File: src/rtl/add_num_stream_engine.sv
// add_num_stream_engine: reads num lines from src, adds packed LANE_W operand pairs lane-wise, writes one result line each to dst (ADD_NUM_SATURATE_EN clamps lane sums).
// Latency per line: RD_REQ 1 + response wait + COMPUTE 1 + WR_REQ 1 cycles; done pulses the cycle after the last write.
// Backpressure: rd_almfull_i / wr_almfull_i hold the FSM in RD_REQ / WR_REQ with no request issued; one read outstanding at most.
module add_num_stream_engine #(
  parameter int DATA_W = 512,
  parameter int ADDR_W = 42,
  parameter int LANE_W = 8,
  parameter int CNT_W  = 16
) (
  input  logic              clk_i,
  input  logic              reset_i,
  input  logic              start_i,
  input  logic [ADDR_W-1:0] src_addr_i,
  input  logic [ADDR_W-1:0] dst_addr_i,
  input  logic [CNT_W-1:0]  num_lines_i,
  output logic              busy_o,
  output logic              done_o,
  output logic [CNT_W-1:0]  lines_done_o,
  output logic              rd_req_valid_o,
  output logic [ADDR_W-1:0] rd_req_addr_o,
  input  logic              rd_almfull_i,
  input  logic              rd_rsp_valid_i,
  input  logic [DATA_W-1:0] rd_rsp_data_i,
  output logic              wr_req_valid_o,
  output logic [ADDR_W-1:0] wr_req_addr_o,
  output logic [DATA_W-1:0] wr_req_data_o,
  input  logic              wr_almfull_i
);

  localparam int NUM_PAIRS = DATA_W / (2 * LANE_W);
  localparam int PAIR_W    = 2 * LANE_W;

  typedef enum logic [2:0] {
    ST_IDLE, ST_RD_REQ, ST_RD_WAIT, ST_COMPUTE, ST_WR_REQ, ST_FINISH
  } state_t;

  state_t              state_q, state_d;
  logic [ADDR_W-1:0]   src_q, src_d, dst_q, dst_d;
  logic [CNT_W-1:0]    num_q, num_d, idx_q, idx_d;
  logic [CNT_W-1:0]    lines_done_q, lines_done_d;
  logic [DATA_W-1:0]   line_q, line_d, result_q, result_d;
  logic                busy_q, busy_d, done_q, done_d;
  logic                rd_vld_q, rd_vld_d, wr_vld_q, wr_vld_d;
  logic [ADDR_W-1:0]   rd_addr_q, rd_addr_d, wr_addr_q, wr_addr_d;
  logic [DATA_W-1:0]   wr_data_q, wr_data_d;

  // Each pair's sum sits zero-extended in a 2*LANE_W field at the pair's position.
  function automatic logic [DATA_W-1:0] add_lanes(input logic [DATA_W-1:0] line);
    logic [DATA_W-1:0] res;
    logic [LANE_W:0]   sum;
    res = '0;
    for (int p = 0; p < NUM_PAIRS; p++) begin
      sum = {1'b0, line[2*p*LANE_W +: LANE_W]} + {1'b0, line[(2*p+1)*LANE_W +: LANE_W]};
`ifdef ADD_NUM_SATURATE_EN
      if (sum[LANE_W]) sum = {1'b0, {LANE_W{1'b1}}};
`endif
      res[p*PAIR_W +: PAIR_W] = PAIR_W'(sum);
    end
    return res;
  endfunction

  always_comb begin
    state_d      = state_q;
    src_d        = src_q;
    dst_d        = dst_q;
    num_d        = num_q;
    idx_d        = idx_q;
    lines_done_d = lines_done_q;
    line_d       = line_q;
    result_d     = result_q;
    busy_d       = busy_q;
    done_d       = 1'b0;
    rd_vld_d     = 1'b0;
    rd_addr_d    = rd_addr_q;
    wr_vld_d     = 1'b0;
    wr_addr_d    = wr_addr_q;
    wr_data_d    = wr_data_q;
    case (state_q)
      ST_IDLE: begin
        if (start_i) begin
          src_d        = src_addr_i;
          dst_d        = dst_addr_i;
          num_d        = num_lines_i;
          idx_d        = '0;
          lines_done_d = '0;
          busy_d       = 1'b1;
          state_d      = (num_lines_i == '0) ? ST_FINISH : ST_RD_REQ;
        end
      end
      ST_RD_REQ: begin
        if (!rd_almfull_i) begin
          rd_vld_d  = 1'b1;
          rd_addr_d = src_q + ADDR_W'(idx_q);
          state_d   = ST_RD_WAIT;
        end
      end
      ST_RD_WAIT: begin
        if (rd_rsp_valid_i) begin
          line_d  = rd_rsp_data_i;
          state_d = ST_COMPUTE;
        end
      end
      ST_COMPUTE: begin
        result_d = add_lanes(line_q);
        state_d  = ST_WR_REQ;
      end
      ST_WR_REQ: begin
        if (!wr_almfull_i) begin
          wr_vld_d     = 1'b1;
          wr_addr_d    = dst_q + ADDR_W'(idx_q);
          wr_data_d    = result_q;
          idx_d        = idx_q + CNT_W'(1);
          lines_done_d = lines_done_q + CNT_W'(1);
          state_d      = (idx_d == num_q) ? ST_FINISH : ST_RD_REQ;
        end
      end
      ST_FINISH: begin
        done_d  = 1'b1;
        busy_d  = 1'b0;
        state_d = ST_IDLE;
      end
      default: state_d = ST_IDLE;
    endcase
  end

  always_ff @(posedge clk_i or posedge reset_i) begin
    if (reset_i) state_q <= ST_IDLE;
    else         state_q <= state_d;
  end

  always_ff @(posedge clk_i or posedge reset_i) begin
    if (reset_i) begin
      src_q        <= '0;
      dst_q        <= '0;
      num_q        <= '0;
      idx_q        <= '0;
      lines_done_q <= '0;
      line_q       <= '0;
      result_q     <= '0;
      busy_q       <= 1'b0;
      done_q       <= 1'b0;
      rd_vld_q     <= 1'b0;
      rd_addr_q    <= '0;
      wr_vld_q     <= 1'b0;
      wr_addr_q    <= '0;
      wr_data_q    <= '0;
    end else begin
      src_q        <= src_d;
      dst_q        <= dst_d;
      num_q        <= num_d;
      idx_q        <= idx_d;
      lines_done_q <= lines_done_d;
      line_q       <= line_d;
      result_q     <= result_d;
      busy_q       <= busy_d;
      done_q       <= done_d;
      rd_vld_q     <= rd_vld_d;
      rd_addr_q    <= rd_addr_d;
      wr_vld_q     <= wr_vld_d;
      wr_addr_q    <= wr_addr_d;
      wr_data_q    <= wr_data_d;
    end
  end

  assign busy_o         = busy_q;
  assign done_o         = done_q;
  assign lines_done_o   = lines_done_q;
  assign rd_req_valid_o = rd_vld_q;
  assign rd_req_addr_o  = rd_addr_q;
  assign wr_req_valid_o = wr_vld_q;
  assign wr_req_addr_o  = wr_addr_q;
  assign wr_req_data_o  = wr_data_q;

endmodule
File: config.mk
export PLATFORM = sky130hd
export DESIGN_NAME = add_num_stream_engine
export DESIGN_NICKNAME = d
export VERILOG_FILES = /design/src/rtl/add_num_stream_engine.sv
export SDC_FILE = /design/constraint.sdc
export NUM_CORES = 2
export LEC_CHECK = 0
export ABC_AREA = 0
export CAP_MARGIN = 20
export CORE_AREA = 8 8 481 483
export DETAILED_ROUTE_END_ITERATION = 12
export DIE_AREA = 0 0 489 491
export PLACE_DENSITY_LB_ADDON = 0.3
export SKIP_LAST_GASP = 1
export SYNTH_ARGS = -nofsm -noshare
export SYNTH_HDL_FRONTEND = slang
export SYNTH_SLANG_ARGS = --single-unit
File: constraint.sdc
create_clock -name clk_i -period 52.7 [get_ports clk_i]
set_input_delay 10.54 -clock clk_i [delete_from_list [all_inputs] [get_ports clk_i]]
set_output_delay 10.54 -clock clk_i [all_outputs]
set_load 0.01 [all_outputs]
# Yosys cells after proc, flatten, opt, wreduce, memory -nomap -nowiden
# Cells that the tools add are included.
# op_classes
add_sub_neg,36
eq_ne,10
muxes,19
bitwise,2
reduce_logical,11
# ops
op,count
$add 8x8->9,32
$add 42x16->42,2
$pmux 16 s2,2
$mux 16,3
$add 16x1->16 const B,2
$mux 3,6
$eq 16x16->1,1
$logic_not 16->1,1
$pmux 3 s5,1
$reduce_and 2->1,5
$ne 2x2->1 const B,4
$eq 3x2->1 const B,2
$eq 3x3->1 const B,2
$mux 1,6
$reduce_and 4->1,1
$reduce_bool 2->1,2
$eq 3x1->1 const B,1
$logic_not 3->1,1
$reduce_and 3->1,1
$not 1->1,2
$pmux 1 s2,1
# word_totals
regBits,1311
out_inout_bits,616
wordCells,93

# Depth between registers and ports, before layout
# logic_depth
ltp_word,5
depth_mapped,12
depth_no_buf,11

# Worst setup path before layout
# Ideal clock, no wire load.
# synth_timing
kind,input port to flip-flop
from,input rd_rsp_valid_i
to,register line_q[481]
arrival_time_ns,11.771
required_time_ns,52.568
setup_slack_ns,40.797
stages,6
path_buffers,4
path_cell_list,and3_1 clkbuf_1 buf_2 buf_1 clkbuf_1 o21ai_0
# synth_via
elab_chain_len,1
# synth_lines
element,line_no,text
start: declaration,22,"input logic rd_rsp_valid_i,"
$reduce_and 2->1 (no line),n/a,
end signal: assignment,153,line_q <= line_d;
end: declaration,41,"logic [DATA_W-1:0] line_q, line_d, result_q, result_d;"
# Every way passes these cells.
# A chain may end at the register's enable or synchronous reset.

==> results by group <==
Outcome
  – Status: finished, final reports clean

Timing
  – Achievable clock frequency: 71.56 MHz
  – Max Slew Vio Count: 0
  – Worst-margin pin slew: 1.049 ns
  – Setup-failing EPs final: 0
  – Slew margin rel.: 30.03%
  – RSZ-0062 raised after global routing: no
  – Hold Vio Cnt, Final: 0
  – Setup tns final: 0 ns
  – Final period utilization: 26.52%
  – Crit path time final: 13.97 ns
  – Worst Skew: 0.04410 ns

Yosys
  – Ys flop type: dfrtp_1
  – Mapped Area: 61480 um^2
  – Mapped Cells: 5873
  – Ys Warns: 0
  – Ys async rst share: 100.0%
  – Flop and latch count out of synthesis: 1311
  – Post-synthesis sequential area ratio: 53.36%
  – Top cells by area, synth: dfrtp_1 (53%), nand2_1 (10%), mux2_2 (8.8%)
  – Syn Area/Cell: 10.47 um^2
  – Number of flops mapped to enable cells by yosys: 0
  – Synth top area share: 53.36%
  – Area leader, netlist: dfrtp_1
  – Number of distinct library cells after synthesis: 63

Power
  – Net switching power: 1763 uW
  – Reg power frac: 36.2%
  – Leak: 0.03701 uW
  – PwrDens: 60.62 nW/um^2
  – Power, Total: 4812 uW
  – Max VDD drop: 0.00002614 V
  – Net Sw Frac: 36.64%
  – Logic pwr share: 40.7%
  – Internal Power: 3049 uW
  – Clock power frac: 23.1%

Drt
  – DR WL/cell: 20.05 um
  – First-iteration detailed-routing DRC count: 2254
  – Antenna-violating nets left: 0
  – Detailed-route wire length: 200200 um
  – Vias/cell: 4.415
  – Routed vias: 44090
  – Number of remaining DRC errors: 0
  – Initial DRT Pass Iterations: 7

Critical path
  – Type of origin of the critical path: primary input
  – Slowest stage delay, CP: 0.84 ns
  – Worst Path Required: 53.47 ns
  – CP bufs+invs: 6
  – Largest fanout on the critical path: 142
  – Slowest CP cell: buf_4
  – Kind of critical path: in2async
  – CP top delay family: buffers and inverters
  – Crit end category: asynchronous set/reset pin
  – Cells along the critical path: clkdlybuf4s50_1, inv_8, buf_4, buf_4, buf_12, buf_4
  – Worst Path Arrival: 14.74 ns
  – Cell mode on critical path: buf_4

Clock network
  – CTS max path bufs: 3
  – Worst skew pair latency: 0.78 ns
  – Post-CTS Hold Fix Bufs: 0
  – CTS root buf: clkbuf_16
  – CTS tree: yes
  – Clock transition at path regs: 0.06 ns
  – Resized Gates After CTS: 0
  – TritonCTS Buffers: 158
  – Clock sinks: 1311
  – Post-CTS Repair Setup Buffers: 0
  – Max H-tree Level: 4

Final layout
  – Final #Nets: 7784
  – Most frequent cells in the layout: nand2_1 (1646), dfrtp_1 (1311), clkdlybuf4s50_1 (1009), mux2_2 (480), o21ai_0 (456)
  – Final instance area: 79380 um^2
  – Share of cells above drive strength 1: 11.82%
  – Area delta synth->final: 29.11%
  – Commonest non-fill, non-tap cell in the layout: nand2_1

Floorplanning
  – Initial Utilization: 27.50%
  – Core ar.: 223600 um^2
  – Die area: 240100 um^2
  – Number of placement rows: 174
  – Io pins: 1234
  – Die Ht: 491 um
  – Die W: 489 um

Placed design
  – Gp weighted congestion: 0.8573
  – Area after DPL: 73920 um^2
  – DP Wirelength: 151700 um
  – Port bufs: 1009

Global route
  – Grt met2 use: 27.33%
  – Met3 Use GR: 4.048%
  – Met1 usage in global routing: 19.83%
  – GR Overflow Total: 0
  – Largest net degree at the start of global routing: 175
  – Antenna violations before repair: 55
  – First-pass GRT wire length: 298400 um
  – Busiest metal layer after global routing: met2
  – Total GRT Usage: 16.12%
  – Vias in the first global route: 46310

Min path
  – Hold Path Class: reg2reg

Run
  – Max-Cap Viols: 0
[cell usage after synthesis, types with 35 or more instances]
master	count
nand2_1	1649
dfrtp_1	1311
mux2_2	480
o21ai_0	456
ha_1	290
buf_4	226
xor2_1	201
clkbuf_1	193
a21oi_1	139
a21o_1	134
inv_1	110
xnor2_1	95
nor2_1	84
nor2b_1	76
buf_2	47
nand2b_1	39
nand3_1	38
o21a_1	35
[power by group through the flow]
stage                     logic, uW  registers, uW  clock network, uW
after floorplan                1300           1700                  0
after global placement         1960           1750                  0
after detailed placement       2000           1760                  0
after CTS                      2010           1750               1150
after global routing           2210           1800               1180
final                          1960           1740               1110
[metal layers]
layer / vias to the layer above / part of all wire (%)
li1: 21090 / -
met1: 21550 / 42
met2: 1118 / 49
met3: 302 / 6.3
met4: 30 / 3.3
met5: - / 0.097
[flip-flops by register name (all words and copies together), names as in the netlist, 3 cells and up]
name           flops
wr_req_addr_o     42
num_q             16
state_q            3
rd_req_addr_o     42
result_q         288
line_q           512
src_q             42
lines_done_o      16
dst_q             42
idx_q             16
wr_req_data_o    288
[tightest hold or removal path, stage by stage (launching register included)]
cell     delay, ns
dfrtp_1       0.34
nand2_1       0.05
nand2_1       0.04
[cell families after synthesis]
kind of cell / after synthesis / synth area share (%)
other: 1 / 0.006099
XOR/XNOR: 296 / 4.217
adder cells (fa/ha/maj): 325 / 7.025
buffers and inverters: 579 / 5.010
AO/OA/AOI/OAI: 872 / 8.221
flip-flops: 1311 / 53.36
AND/OR/NAND/NOR: 2007 / 13.34
multiplexers: 482 / 8.824
[final timing paths]
check                         startpoint            endpoint  slack (ns)  depth (start not counted)
hold reg to reg            result_q[371]  wr_req_data_o[371]        0.43                          2
setup / recovery                 reset_i         line_q[154]       38.73                          6
min in group asynchronous        reset_i         line_q[414]       10.32                          2
max in group clk_i          wr_almfull_i  wr_req_data_o[147]       38.77                          9
setup reg to reg              state_q[1]  wr_req_data_o[147]       48.34                          8
hold / removal             result_q[371]  wr_req_data_o[371]        0.43                          2
[through the flow]
stage	util (%)	setup WS, ns	std cells	hold WS, ns
floorplan	-	5.206	6096	0.4331
global placement	33.06	37.80	9670	0.4433
detailed placement	33.06	37.72	9670	0.4477
CTS	35.44	38.59	9958	0.4379
global route	35.50	38.16	9982	0.4627
finish	35.51	38.73	9986	0.4297
[layout make-up]
cell class                 count  area (um^2)
fill                       22390       144200
inverter                     111        431.7
antenna                       24        60.06
tap                         2992         3744
clock buffer                 233         4628
clock inverter                55        699.4
multi-input combinational   4206        26470
timing repair buffer        1054        10550
sequential                  1311        32810
(Power assumes the default switching activity.)
